--- src/rtl/fifo_status.sv ---
// fifo_status: full/empty/fill flags and debug status for the FIFO.
//   Combinational: fifo_full, fifo_empty, fill. These come straight from
//                  wptr/rptr, so they add no latency to the pointer stages.
//   Registered:    almost_full, almost_empty, hwm (peak fill).
//   Sticky:        overflow (wr while full), underflow (rd while empty),
//                  ptr_err (fill > DEPTH); all cleared by clr_err.
// Ports:
//   clk, rst_n         clock (rising edge), async active-low reset
//   wptr, rptr         write/read pointers; MSB is the wrap bit
//   wr, rd             raw write/read request strobes
//   clr_err            sync clear of sticky flags; reloads hwm with current fill
//   fifo_full/empty    fill == DEPTH / fill == 0
//   fill               (wptr - rptr) mod 2**PTR_W
//   almost_full/empty  fill >= AF_LEVEL / fill <= AE_LEVEL, one cycle late
//   overflow, underflow, ptr_err, hwm   debug status
module fifo_status #(
  parameter int unsigned PTR_W    = 10,
  parameter int unsigned AF_LEVEL = 448,
  parameter int unsigned AE_LEVEL = 64
) (
  input  logic             clk,
  input  logic             rst_n,
  input  logic [PTR_W-1:0] wptr,
  input  logic [PTR_W-1:0] rptr,
  input  logic             wr,
  input  logic             rd,
  input  logic             clr_err,
  output logic             fifo_full,
  output logic             fifo_empty,
  output logic [PTR_W-1:0] fill,
  output logic             almost_full,
  output logic             almost_empty,
  output logic             overflow,
  output logic             underflow,
  output logic             ptr_err,
  output logic [PTR_W-1:0] hwm
);

  localparam logic [PTR_W-1:0] L_DEPTH = PTR_W'(2**(PTR_W-1));
  localparam logic [PTR_W-1:0] L_AF    = PTR_W'(AF_LEVEL);
  localparam logic [PTR_W-1:0] L_AE    = PTR_W'(AE_LEVEL);

  logic [PTR_W-1:0] w_fill;
  logic             w_full;
  logic             w_empty;
  logic             w_ptr_bad;

  logic             r_almost_full;
  logic             r_almost_empty;
  logic             r_overflow;
  logic             r_underflow;
  logic             r_ptr_err;
  logic [PTR_W-1:0] r_hwm;

  // Natural PTR_W-bit wrap keeps fill continuous across pointer wrap.
  assign w_fill    = wptr - rptr;
  assign w_full    = (wptr[PTR_W-1] != rptr[PTR_W-1]) &&
                     (wptr[PTR_W-2:0] == rptr[PTR_W-2:0]);
  assign w_empty   = (wptr == rptr);
  assign w_ptr_bad = (w_fill > L_DEPTH);

  always_ff @(posedge clk or negedge rst_n) begin
    if (!rst_n) begin
      r_almost_full  <= 1'b0;
      r_almost_empty <= 1'b1;
      r_overflow     <= 1'b0;
      r_underflow    <= 1'b0;
      r_ptr_err      <= 1'b0;
      r_hwm          <= '0;
    end else begin
      r_almost_full  <= (w_fill >= L_AF);
      r_almost_empty <= (w_fill <= L_AE);
      // Set terms are OR'd after the clear so a same-cycle set wins.
      r_overflow     <= (r_overflow  & ~clr_err) | (wr & w_full);
      r_underflow    <= (r_underflow & ~clr_err) | (rd & w_empty);
      r_ptr_err      <= (r_ptr_err   & ~clr_err) | w_ptr_bad;
      // A corrupt fill must never pollute the peak, even on clr_err.
      if (!w_ptr_bad) begin
        if (clr_err)
          r_hwm <= w_fill;
        else if (w_fill > r_hwm)
          r_hwm <= w_fill;
      end
    end
  end

  assign fifo_full    = w_full;
  assign fifo_empty   = w_empty;
  assign fill         = w_fill;
  assign almost_full  = r_almost_full;
  assign almost_empty = r_almost_empty;
  assign overflow     = r_overflow;
  assign underflow    = r_underflow;
  assign ptr_err      = r_ptr_err;
  assign hwm          = r_hwm;

endmodule

--- config.mk ---
export PLATFORM = sky130hd
export DESIGN_NAME = fifo_status
export DESIGN_NICKNAME = d
export VERILOG_FILES = /design/src/rtl/fifo_status.sv
export SDC_FILE = /design/constraint.sdc
export NUM_CORES = 1
export LEC_CHECK = 0
export ABC_AREA = 1
export CAP_MARGIN = 40
export CELL_PAD_IN_SITES_DETAIL_PLACEMENT = 1
export CELL_PAD_IN_SITES_GLOBAL_PLACEMENT = 2
export CORE_MARGIN = 3
export CORE_UTILIZATION = 23
export DETAILED_ROUTE_END_ITERATION = 10
export HOLD_SLACK_MARGIN = 0.15
export PLACE_DENSITY = 0.79
export SYNTH_ARGS = -nofsm -noshare
export SYNTH_HDL_FRONTEND = slang
export SYNTH_SLANG_ARGS = --single-unit
--- constraint.sdc ---
create_clock -name clk -period 2.1 [get_ports clk]
set_input_delay 0.42 -clock clk [delete_from_list [all_inputs] [get_ports clk]]
set_output_delay 0.42 -clock clk [all_outputs]
set_load 0.02 [all_outputs]
==> metrics.csv <==
stage,metric,value,unit
final_layout,post-route insts no fill,431,
power,PwrDens,838,mW/mm²
worst_setup_path,r2r worst-path depth,15,
power,share of power burned in registers,0.183,
placed_design,DP Area,0.00244,mm²
sta,Finish-stage setup viols,17,
detailed_routing,met2 WL,3.56,mm
worst_setup_path,origin of the critical flop-to-flop path,hwm[4]$_DFFE_PN0P_,
final_layout,"commonest non-fill, non-tap cells in the layout","buf_4 (54), nand2_1 (46), inv_1 (37)",
final_layout,share of layout cells above drive strength 1,0.548,
cts,Clock H-tree levels,1,
status,violated checks,setup timing,
detailed_routing,met3 WL,182,µm
power,Clock Power Share,0.086,
sta,Pins Over Slew Limit,0,
cts,CTS Sinks,15,
synth,Seq cells post-synth,15,
worst_setup_path,Worst Path Buf+Inv,3,
sta,worst-margin pin slew,679,ps
cts,register clock-pin slew on the reported worst setup and hold paths,60,ps
power,Gate power share,0.732,
grt,initial antenna violation count,0,
sta,Rel. slew slack,0.546,
min_path,min-delay worst type,reg2reg,
final_layout,final core utilization,0.529,
floorplanning,die width,86.5,µm
cts,Clock Path Buffers,2,
worst_setup_path,crit-path max FO,5,
placed_design,post-DP HPWL,4.22,mm
cts,cts hold-fix bufs,0,
synth,syn nets,277,
floorplanning,# IOs,52,
detailed_routing,total number of vias,1937,
floorplanning,# rows,28,
floorplanning,die area,0.00749,mm²
final_layout,area occupied by multi-input gates,0.00142,mm²
synth,unique cell type count in the Yosys netlist,22,
power,switch share,0.453,
cts,CTS tree,built,
status,run status,"complete, but fails checks",
sta,RSZ-0062 raised after global routing,true,
placed_design,port bufs,51,
cts,number of buffers created by CTS,3,
power,Int Pwr,1.48,mW
worst_setup_path,kind of critical path,in2reg,
final_layout,"most common cell after layout, fill and taps aside",buf_4,
detailed_routing,First-pass DRT Iterations,4,
cts,clock latency on the worst-skew pair,240,ps
worst_setup_path,CP max stage delay,380,ps
floorplanning,Initial Utilization,0.245,
worst_setup_path,Reg-to-Reg End,hwm[1]$_DFFE_PN0P_,
worst_setup_path,CP startpoint kind,input port,
detailed_routing,WL per Instance,14.6,µm
detailed_routing,vias per cell,4.49,
worst_setup_path,flop2flop setup slack,200,ps
worst_setup_path,Worst path slowest cell,fa_2,
detailed_routing,top sig layer,met4,
detailed_routing,Antenna Nets Post-Route,0,
sta,Setup TNS,-4550,ps
worst_setup_path,Critical Path Most Common Cell,nand2_1,
synth,cells after synthesis,233,
worst_setup_path,crit end category,flip-flop,
detailed_routing,DR DRC count,0,
worst_setup_path,CP cell instances,"buf_8, inv_8, ha_4, fa_2, o211ai_1, nand2_2, ha_4, nand2_4, nor2_4, nand2_1, nand3_1, nand2_1, nand2_1, nand2_1, nand2_2, nand3_2, nand2_4, buf_6, nand3_1, nand2_1",
placed_design,RD Place Congestion,0.808,
min_path,worst hold path endpoint,ptr_err$_DFF_PN0_,
final_layout,fin nets,401,
sta,setup ws final,-439,ps
power,Psw,1.23,mW
sta,Tcrit/Tclk final,1.21,
power,"Power, Total",2.70,mW
cts,Root Buffer,clkbuf_8,
placed_design,dpl cells,397,
final_layout,Reg area,377,µm²
worst_setup_path,arrival time at the worst endpoint,2720,ps
floorplanning,Die Y,86.5,µm
power,Worst IR Drop VDD,0.000651,V
power,static leakage,1.65,nW
sta,Fin. Hold Viols,0,
sta,clk_skew,2.21,ps
sta,crit path time final,2540,ps
placed_design,pre-CTS WS,-1170,ps
min_path,Hold Path Origin,ptr_err$_DFF_PN0_,
synth,Yosys warnings,0,
final_layout,"Design Area, Final",0.00323,mm²
detailed_routing,WL met1,2.52,mm
grt,GRT Total Usage,0.168,
sta,WHS,500,ps
job,max-cap viol count,0,
final_layout,Area Overhead vs Synth,116,%
detailed_routing,WL final,6.29,mm
min_path,Hold Crit Depth,2,
worst_setup_path,CP top delay family,simple AND/OR/NAND/NOR gates,
worst_setup_path,Critical Path RT,2280,ps
final_layout,Fill cells,749,
floorplanning,core area,0.00610,mm²
detailed_routing,Initial DRC Count,30,
sta,Max Fclk,0.394,GHz
grt,number of global-route vias before repair,2117,
grt,total gr overflow,0,
grt,largest net degree at the start of global routing,16,
synth,"Seq/Total Area, Yosys",0.253,
grt,first-pass GRT wire length,10.2,mm
final_layout,# diodes,0,
synth,Mapped Area,0.00149,mm²
synth,mean area per synthesized cell,6.40,µm²
-- state kept, by name (all words and copies together) (netlist names) --
signal,flops
underflow,1
overflow,1
ptr_err,1
almost_full,1
hwm,10
almost_empty,1
-- worst max path at each step --
stage / startpoint / slack [ps] / to / cells after the start
floorplan: wptr[0] / -460 / hwm[9]$_DFFE_PN0P_ / 19
global placement: wptr[0] / -1120 / hwm[2]$_DFFE_PN0P_ / 19
detailed placement: wptr[0] / -1170 / hwm[3]$_DFFE_PN0P_ / 19
CTS: wptr[0] / -370 / hwm[5]$_DFFE_PN0P_ / 20
global route: rptr[2] / -620 / hwm[1]$_DFFE_PN0P_ / 25
finish: wptr[0] / -440 / hwm[1]$_DFFE_PN0P_ / 20
-- area by class of cell --
type	count	share of cell area
multi-input combinational	164	0.439
timing repair buffer	120	0.334
sequential	15	0.117
inverter	53	0.0671
tap	75	0.0291
clock buffer	4	0.0140
-- metal layers --
metal / track usage / vias to the layer above
met1: 0.198 / 940
met4: 0.0382 / 0
met2: 0.325 / 29
met5: 0 / -
li1: - / 966
met3: 0.0152 / 2
-- worst reg2reg max path: stages, from the launching register on --
cell and delay, ps:
dfrtp_1 390, inv_1 110, ha_4 300, nand2_4 60, nor2_4 90, nand2_1 60, nand3_1 70, nand2_1 60
nand2_1 50, nand2_1 50, nand2_2 60, nand3_2 80, nand2_4 150, buf_6 150, nand3_1 80, nand2_1 80
-- cell usage after synthesis --
| cell | number | area (µm²) |
|---|---|---|
| a21o_1 | 1 | 7.51 |
| a21oi_1 | 5 | 25.0 |
| a21oi_2 | 1 | 8.76 |
| a22o_1 | 2 | 17.5 |
| buf_6 | 2 | 22.5 |
| dfrtp_1 | 14 | 350 |
| dfstp_2 | 1 | 26.3 |
| fa_1 | 1 | 20.0 |
| ha_1 | 18 | 225 |
| inv_1 | 53 | 199 |
| nand2_1 | 82 | 308 |
| nand2_2 | 3 | 18.8 |
| nand3_1 | 23 | 115 |
| nand3b_1 | 2 | 15.0 |
| nand4_1 | 4 | 25.0 |
| nor2_1 | 14 | 52.6 |
| nor3_1 | 1 | 5.00 |
| o211ai_1 | 1 | 7.51 |
| o21ai_2 | 2 | 17.5 |
| o31ai_1 | 1 | 7.51 |
| xnor2_1 | 1 | 8.76 |
| xor2_1 | 1 | 8.76 |
-- timing repair --
item / 4_1_cts / 5_1_grt
buffers inserted: 23 / 12
pin swaps: 65 / 51
resized for setup: 202 / 59
endpoints found under the hold margin: 0 / 0
setup endpoints to repair: 25 / 23
gates cloned: 3 / 0
-- power groups by stage --
stage                     combinational (mW)  sequential, mW  clock (mW)
after floorplan                        0.653           0.596           0
after global placement                  1.38           0.484           0
after detailed placement                1.42           0.484           0
after CTS                               1.72           0.482       0.236
after global routing                    2.16           0.509       0.250
final                                   1.98           0.495       0.231
-- logic make-up (layout without fill, tap and decap cells) --
kind of cell / Yosys count / after routing / share of synthesized area
buffers and inverters: 55 / 177 / 0.148
DFF: 15 / 15 / 0.253
xor gates and xnor gates: 2 / 2 / 0.0117
and+or+nand+nor: 129 / 130 / 0.362
AOI/OAI and AO/OA: 13 / 13 / 0.0612
adders and majority gates: 19 / 19 / 0.164
Note: power is estimated with default switching activity, not from simulation.
